## config.mk

```make
export PLATFORM = sky130hd
export DESIGN_NAME = seg7_decode_mon_flat
export DESIGN_NICKNAME = d
export VERILOG_FILES = /design/src/rtl/seg7_mon_if.sv /design/src/rtl/seg7_decode_mon.sv /design/src/flat_wrapper.sv
export SDC_FILE = /design/constraint.sdc
export NUM_CORES = 1
export LEC_CHECK = 0
export ABC_AREA = 0
export CORE_ASPECT_RATIO = 2
export CORE_UTILIZATION = 35
export DETAILED_ROUTE_END_ITERATION = 10
export PLACE_DENSITY = 0.53
export SYNTH_ARGS = -nofsm -noshare
export SYNTH_HDL_FRONTEND = slang
export SYNTH_SLANG_ARGS = --single-unit
```

## constraint.sdc

```tcl
create_clock -name clk -period 2.07 [get_ports clk]
set_clock_uncertainty 0.05 [all_clocks]
set_input_delay 0.5175 -clock clk [delete_from_list [all_inputs] [get_ports clk]]
set_output_delay 0.5175 -clock clk [all_outputs]
set_load 0.1 [all_outputs]
```

## src/rtl/seg7_mon_if.sv

```systemverilog
// Bundle of signals between a 7-segment decode monitor and its environment.
// The slave side is the monitor: it samples the segment bus and produces
// decoded events. The master side drives segments and accepts events.
interface seg7_mon_if;
    logic [6:0] seg_in;
    logic       seg_strobe;
    logic       out_ready;
    logic       out_valid;
    logic [3:0] out_hex;
    logic       out_blank;
    logic       out_err;
    logic       overflow;

    modport master (
        output seg_in, seg_strobe, out_ready,
        input  out_valid, out_hex, out_blank, out_err, overflow
    );

    modport slave (
        input  seg_in, seg_strobe, out_ready,
        output out_valid, out_hex, out_blank, out_err, overflow
    );
endinterface

```

## src/rtl/seg7_decode_mon.sv

```systemverilog
// Seven-segment readback monitor: filters an active-low segment bus for
// stability, decodes each newly stable glyph back to hex (or blank/error)
// and presents it as an event on a valid/ready port with sticky overflow.
module seg7_decode_mon #(
    parameter int STABLE_CNT = 3,
    parameter int CNT_W      = 4
) (
    input  logic        clk,
    input  logic        rst,
    seg7_mon_if.slave   bus
);

    localparam logic [1:0] IDLE  = 2'd0;
    localparam logic [1:0] TRACK = 2'd1;
    localparam logic [1:0] HOLD  = 2'd2;

    localparam logic [CNT_W-1:0] STABLE_V = CNT_W'(STABLE_CNT);
    localparam logic [CNT_W-1:0] ONE_V    = CNT_W'(1);
    localparam logic [6:0]       BLANK    = 7'h7F;

    typedef struct packed {
        logic [3:0] hex;
        logic       blank;
        logic       err;
    } dec_t;

    // Inverse of the hex-to-segment encoder; blank and unknown patterns
    // report hex 0 with the matching flag.
    function automatic dec_t decode(input logic [6:0] pat);
        dec_t d;
        d = '{hex: 4'h0, blank: 1'b0, err: 1'b0};
        case (pat)
            7'h40: d.hex = 4'h0;
            7'h79: d.hex = 4'h1;
            7'h24: d.hex = 4'h2;
            7'h30: d.hex = 4'h3;
            7'h19: d.hex = 4'h4;
            7'h12: d.hex = 4'h5;
            7'h02: d.hex = 4'h6;
            7'h78: d.hex = 4'h7;
            7'h00: d.hex = 4'h8;
            7'h10: d.hex = 4'h9;
            7'h08: d.hex = 4'hA;
            7'h03: d.hex = 4'hB;
            7'h46: d.hex = 4'hC;
            7'h21: d.hex = 4'hD;
            7'h06: d.hex = 4'hE;
            7'h0E: d.hex = 4'hF;
            BLANK: d.blank = 1'b1;
            default: d.err = 1'b1;
        endcase
        return d;
    endfunction

    logic [1:0]       state, state_nx;
    logic [6:0]       cand, cand_nx;
    logic [6:0]       last;
    logic [CNT_W-1:0] cnt, cnt_nx;
    logic             commit;

    // Commit pipeline stage between the filter and the output port.
    logic             commit_q;
    logic [6:0]       commit_pat;

    logic             valid_q;
    dec_t             evt_q;
    logic             overflow_q;

    dec_t             commit_dec;
    assign commit_dec = decode(commit_pat);

    // Stability filter next-state: restart on any new pattern, count
    // repeats, commit when the count reaches STABLE_CNT.
    always_comb begin
        // NOTE: every output of this block gets a default first so no path
        // leaves a signal unassigned, which would infer a latch.
        state_nx = state;
        cand_nx  = cand;
        cnt_nx   = cnt;
        commit   = 1'b0;
        if (bus.seg_strobe) begin
            unique case (state)
                TRACK: begin
                    if (bus.seg_in == cand) begin
                        cnt_nx = cnt + ONE_V;
                        if (cnt + ONE_V == STABLE_V) begin
                            commit   = 1'b1;
                            state_nx = HOLD;
                        end
                    end else begin
                        cand_nx  = bus.seg_in;
                        cnt_nx   = ONE_V;
                        commit   = (STABLE_V == ONE_V);
                        state_nx = commit ? HOLD : TRACK;
                    end
                end
                HOLD: begin
                    if (bus.seg_in != last) begin
                        cand_nx  = bus.seg_in;
                        cnt_nx   = ONE_V;
                        commit   = (STABLE_V == ONE_V);
                        state_nx = commit ? HOLD : TRACK;
                    end
                end
                default: begin
                    cand_nx  = bus.seg_in;
                    cnt_nx   = ONE_V;
                    commit   = (STABLE_V == ONE_V);
                    state_nx = commit ? HOLD : TRACK;
                end
            endcase
        end
    end

    // Filter state, last committed glyph and the commit pipeline register.
    always_ff @(posedge clk) begin
        if (rst) begin
            // NOTE: state is updated with non-blocking assignments so every
            // register samples pre-edge values regardless of statement order.
            state      <= IDLE;
            cand       <= BLANK;
            cnt        <= '0;
            last       <= BLANK;
            commit_q   <= 1'b0;
            commit_pat <= BLANK;
        end else begin
            state    <= state_nx;
            cand     <= cand_nx;
            cnt      <= cnt_nx;
            commit_q <= commit;
            if (commit) begin
                last       <= cand_nx;
                commit_pat <= cand_nx;
            end
        end
    end

    // Output event register: load on commit, drop on transfer, flag
    // overwrites of an event the consumer has not yet taken.
    always_ff @(posedge clk) begin
        if (rst) begin
            valid_q    <= 1'b0;
            evt_q      <= '{hex: 4'h0, blank: 1'b0, err: 1'b0};
            overflow_q <= 1'b0;
        end else if (commit_q) begin
            valid_q <= 1'b1;
            evt_q   <= commit_dec;
            if (valid_q && !bus.out_ready) begin
                overflow_q <= 1'b1;
            end
        end else if (valid_q && bus.out_ready) begin
            valid_q <= 1'b0;
        end
    end

    assign bus.out_valid = valid_q;
    assign bus.out_hex   = evt_q.hex;
    assign bus.out_blank = evt_q.blank;
    assign bus.out_err   = evt_q.err;
    assign bus.overflow  = overflow_q;

endmodule

```

## src/flat_wrapper.sv

```systemverilog
// flat-port wrapper written by rule: the top's interface ports become plain ports
module seg7_decode_mon_flat 
#(
    parameter int STABLE_CNT = 3,
    parameter int CNT_W      = 4
)
  (clk, rst, bus_seg_in, bus_seg_strobe, bus_out_ready, bus_out_valid, bus_out_hex, bus_out_blank, bus_out_err, bus_overflow);
  seg7_mon_if bus_i ();
  input  logic clk;
  input  logic rst;
  input wire logic [$bits(bus_i.seg_in)-1:0] bus_seg_in;
  input wire logic [$bits(bus_i.seg_strobe)-1:0] bus_seg_strobe;
  input wire logic [$bits(bus_i.out_ready)-1:0] bus_out_ready;
  output wire logic [$bits(bus_i.out_valid)-1:0] bus_out_valid;
  output wire logic [$bits(bus_i.out_hex)-1:0] bus_out_hex;
  output wire logic [$bits(bus_i.out_blank)-1:0] bus_out_blank;
  output wire logic [$bits(bus_i.out_err)-1:0] bus_out_err;
  output wire logic [$bits(bus_i.overflow)-1:0] bus_overflow;
  assign bus_i.seg_in = bus_seg_in;
  assign bus_i.seg_strobe = bus_seg_strobe;
  assign bus_i.out_ready = bus_out_ready;
  assign bus_out_valid = bus_i.out_valid;
  assign bus_out_hex = bus_i.out_hex;
  assign bus_out_blank = bus_i.out_blank;
  assign bus_out_err = bus_i.out_err;
  assign bus_overflow = bus_i.overflow;
  seg7_decode_mon #(.STABLE_CNT(STABLE_CNT), .CNT_W(CNT_W)) u_core (.clk(clk), .rst(rst), .bus(bus_i));
endmodule
```

# Word-level counts from Yosys, hierarchy flattened
# Cells that the tools add are included.
[word_totals] out_inout_bits=8 input_bits=11 register_bits=29
[op_classes] n_reduce_logical=9 addsub=1 eq_ne=23 n_mux=20
[op_table] cell="4-bit one-hot mux with 15 select lines" count=1
[op_table] cell="7-bit equality test (second input constant)" count=5
[op_table] cell="7-bit by 5-bit equality test with 1-bit output (second input constant)" count=3
[op_table] cell="7-bit by 6-bit equality test with 1-bit output (second input constant)" count=3
[op_table] cell="7-bit two-way mux" count=3
[op_table] cell="17-bit OR reduction" count=1
[op_table] cell="7-bit by 2-bit equality test with 1-bit output (second input constant)" count=2
[op_table] cell="7-bit by 4-bit equality test with 1-bit output (second input constant)" count=2
[op_table] cell="7-bit one-hot mux with 2 select lines" count=1
[op_table] cell="1-bit two-way mux" count=8
[op_table] cell="4-bit two-way mux" count=2
[op_table] cell="4-bit one-hot mux with 2 select lines" count=1
[op_table] cell="7-bit by 3-bit equality test with 1-bit output (second input constant)" count=1
[op_table] cell="7-bit equality test" count=1
[op_table] cell="7-bit logical NOT" count=1
[op_table] cell="7-bit inequality test" count=1
[op_table] cell="2-bit two-way mux" count=3
[op_table] cell="4-bit by 1-bit adder with 4-bit output (second input constant)" count=1
[op_table] cell="4-bit by 2-bit equality test with 1-bit output (second input constant)" count=1
[op_table] cell="2-bit one-hot mux with 2 select lines" count=1
[op_table] cell="2-bit AND reduction" count=2
[op_table] cell="3-bit inequality test (second input constant)" count=1
[op_table] cell="3-bit AND reduction" count=1
[op_table] cell="2-bit by 1-bit equality test with 1-bit output (second input constant)" count=1
[op_table] cell="other kinds (5)" count=6

# Longest topological paths before layout
[depth] word_depth=6 mapped_depth=7 mapped_depth_nobuf=7

# Worst setup path after synthesis
# Ideal clock, no wire load.
[synth_path] kind="in2reg" start="in bus_seg_in[1]" end="reg u_core.commit_pat[0]" required_ns=1.884 setup_time_ns=0.136 slack_ns=0.065 arrival_ns=1.819 cell_stages=6 n_path_buf=0 cell_sequence="xor2_1 nor4_4 nand3_1 a221o_1 a32oi_1 a21oi_1"
[synth_via] elab_chain_cells=4 word_cells_on_any_way=9 classes_between="eq/ne (2); mux (7)"
[synth_lines] element="start, declared" line_no="flat_wrapper.sv:11" source="input wire logic [$bits(bus_i.seg_in)-1:0] bus_seg_in;"
[synth_lines] element="7-bit inequality test / 7-bit equality test (equally long branches)" line_no="seg7_decode_mon.sv:98, seg7_decode_mon.sv:84"
[synth_lines] element="7-bit two-way mux, or another cell as far along" line_no="seg7_decode_mon.sv:98" source="if (bus.seg_in != last) begin"
[synth_lines] element="7-bit one-hot mux with 2 select lines / 1-bit two-way mux (equally long branches)"
[synth_lines] element="7-bit two-way mux / 1-bit two-way mux (equally long branches)" line_no="seg7_decode_mon.sv:81" source="if (bus.seg_strobe) begin"
[synth_lines] element="end signal, assigned" line_no="seg7_decode_mon.sv:133" source="commit_pat <= cand_nx;"
[synth_lines] element="end, declared" line_no="seg7_decode_mon.sv:63" source="logic [6:0] commit_pat;"
# Several ways; a longest one is shown, not always the timed one.
# A chain may end at the register's enable or synchronous reset.

# Worst setup path in the final report
[layout_path] start="in bus_seg_in[4]" end="reg u_core.commit_pat[0]"
# The elaborated chain is that of the path after synthesis.

==> results.json <==
{
  "die_h_um": 100,
  "clkTransAtPathRegs_ns": 0.07,
  "synth_area_mm2": 0.00169,
  "avgRoutedWirePerCell_um": 15.4,
  "setup_viol": 0,
  "coreArea_mm2": 0.00460,
  "grtUsageMet3": 0.0318,
  "rsz0062_at_grt": "yes",
  "die_w_um": 51.1,
  "post-place-cells": 279,
  "cts_tree": "done",
  "drive_above_1_share": 0.276,
  "rows": 35,
  "timing_worst_setup_path_type": "in2reg",
  "routabilityCongestion": 0.834,
  "drt_iter0_markers": 39,
  "max_slew_margin": 0.744,
  "antenna_found_initial": 0,
  "hp-class": "reg2reg",
  "htree_levels": 2,
  "synth-edff-count": 0,
  "first_pass_iters": 4,
  "p_per_area_mw_per_mm2": 551,
  "area_growth_pct": 29.8,
  "cts_buffer_depth": 2,
  "io_pins": 19,
  "drc": 0,
  "grt_pass1_vias": 1625,
  "placed_area_mm2": 0.00199,
  "synth_fp_nets": 212,
  "viasPerCell": 5.44,
  "nNetsFinal": 246,
  "grt_pass1_wl_um": 7240,
  "tightest_slew_ns": 0.384,
  "die_area_mm2": 0.00512,
  "cellLeakagePower_nw": 0.829,
  "critPathLaunchType": "input port",
  "seq_area_frac_synth": 0.344,
  "fin_util": 0.476,
  "portBuffers": 18,
  "cts_sinks": 29,
  "yosysTopAreaCell": "dfxtp_1",
  "crit_required_ns": 2.19,
  "ys_top_cells_by_area": "dfxtp_1 34%, nor2_1 6.0%, a21oi_1 5.6%, xor2_1 5.2%, clkbuf_8 4.1%",
  "timing.fmax_mhz": 488,
  "grt_start_max_net_pins": 15,
  "slew_viol_final": 0,
  "via_count": 1560,
  "grt_usage": 0.192,
  "yosysMostFrequentCell": "dfxtp_1",
  "overflow": 0,
  "synthTopCellsByCount": "29 x dfxtp_1, 27 x nor2_1, 19 x a21oi_1",
  "ir_drop_mv": 0.452,
  "synth.distinct_cells": 49,
  "top_usage_layer": "met2",
  "antenna_cells": 0,
  "netlist_instances": 197,
  "whs_ns": 0.425,
  "yosys_warnings": 0,
  "postCtsHoldBufs": 0,
  "period_needed_ns": 2.05,
  "status": "complete, no violations",
  "synth_top_area_frac": 0.344,
  "r2r_slack_ns": 0.11,
  "hpwlAfterDp_um": 3280,
  "ys_ff_latch": 29,
  "finalHoldViolations": 0,
  "wirelength_um": 4420,
  "cap_violations": 0,
  "stdcell_count": 287,
  "fin_area_mm2": 0.00219,
  "met2_usage": 0.357,
  "endpoint_kind": "flip-flop",
  "insertion_delay_ns": 0.28,
  "cts_root_buffer": "clkbuf_8",
  "post-route-period-util": 0.990,
  "crit_arrival_ns": 2.17,
  "total_power_mw": 1.21,
  "initial_core_util": 0.367,
  "numCtsBuffers": 5,
  "avgSynthCellArea_um2": 8.57,
  "final_antenna_net_count": 0,
  "synth_ff_type": "dfxtp_1",
  "post-cts-setup-buffers": 0,
  "async_flop_share": 0,
  "critPathMaxFanout": 6,
  "grt_util_met1": 0.187
}
-- final timing paths --
kind / startpoint / to / cells past startpoint
worst max register to register: u_core.cand[2] / u_core.commit_pat[0] / 6
worst max-delay path: bus_seg_in[4] / u_core.commit_pat[0] / 7
worst min register to register: u_core.cnt[3] / u_core.cnt[3] / 2
worst min-delay path: u_core.cnt[3] / u_core.cnt[3] / 2
-- cell type report --
type	count	area, um2
clock buffers	5	68.8
clock inverters	3	17.5
fillers	453	2410
inverters	8	30.0
multi-input cells	149	1090
flip-flops and latches	29	582
well taps	55	68.8
repair buffers	38	330
-- stage by stage --
| step | setup WS, ns | setup TNS (ns) |
|---|---|---|
| after floorplan | 0.0652 | 0 |
| after global placement | -0.489 | -8.50 |
| after detailed placement | -0.545 | -9.48 |
| after CTS | 0.00623 | 0 |
| after global routing | -0.00253 | -0.00390 |
| final | 0.0212 | 0 |
-- placed cells by master (no fill, tap or decap), types with 2 or more instances in the layout --
cell             netlist  layout
a211oi_1               3       3
xnor2_2                0       3
nor2_1                27      27
clkinv_2               0       2
clkdlybuf4s50_1        0       3
dlygate4sd2_1          0       2
clkbuf_8               5       5
xor2_1                10       7
nand2_1               13      12
clkbuf_2               0       4
nand2b_1               8       8
o21ai_0                4       4
buf_4                  1      24
o22ai_1                3       3
buf_12                 0       3
dfxtp_1               29      28
a21oi_1               19      19
or3_1                  2       2
nand4_1                6       6
buf_6                  2       2
inv_1                  8       8
nor3_1                 3       3
xor2_2                 0       2
a32oi_2                0       6
nand3_1                5       5
ha_1                   4       4
xnor2_1                7       3
-- what timing repair did --
item / 4_1_cts / 5_1_grt
resized for setup: 24 / 16
gates cloned: 0 / 0
endpoints found under the setup margin: 17 / 13
pin swaps: 9 / 9
-- where the power goes --
group          switching [mW]  total, mW  internal (mW)
Sequential             0.0147      0.587          0.572
Combinational          0.0825      0.159         0.0765
Clock                   0.230      0.461          0.231
-- state kept, by name, indices dropped and copies added, names as in the netlist --
signal,cells
u_core.bus.overflow,1
u_core.cnt,4
u_core.state,2
u_core.bus.out_blank,1
u_core.cand,7
u_core.bus.out_valid,1
u_core.bus.out_hex,4
u_core.commit_q,1
u_core.bus.out_err,1
u_core.commit_pat,7
-- metal layers --
metal  share of wire  vias to the layer above
met3           0.024                       10
met1            0.38                      747
met4           0.032                        0
met2            0.57                       34
li1                -                      769
met5               0                        -
-- logic make-up after synthesis --
logic type,after synthesis,share of synthesized area
compound gates,50,0.206
simple gates,77,0.243
flops,29,0.344
mux,1,0.00593
xor+xnor,17,0.0882
fa+ha+maj,4,0.0297
buf+inv,19,0.0830
-- critical path, cell delays in order --
cell,delay (ns)
dlygate4sd2_1,0.28
xnor2_1,0.22
and4_4,0.26
nand3_2,0.07
a221o_2,0.45
a32oi_2,0.27
a21oi_1,0.09
Power figures use the tool's default switching activity.
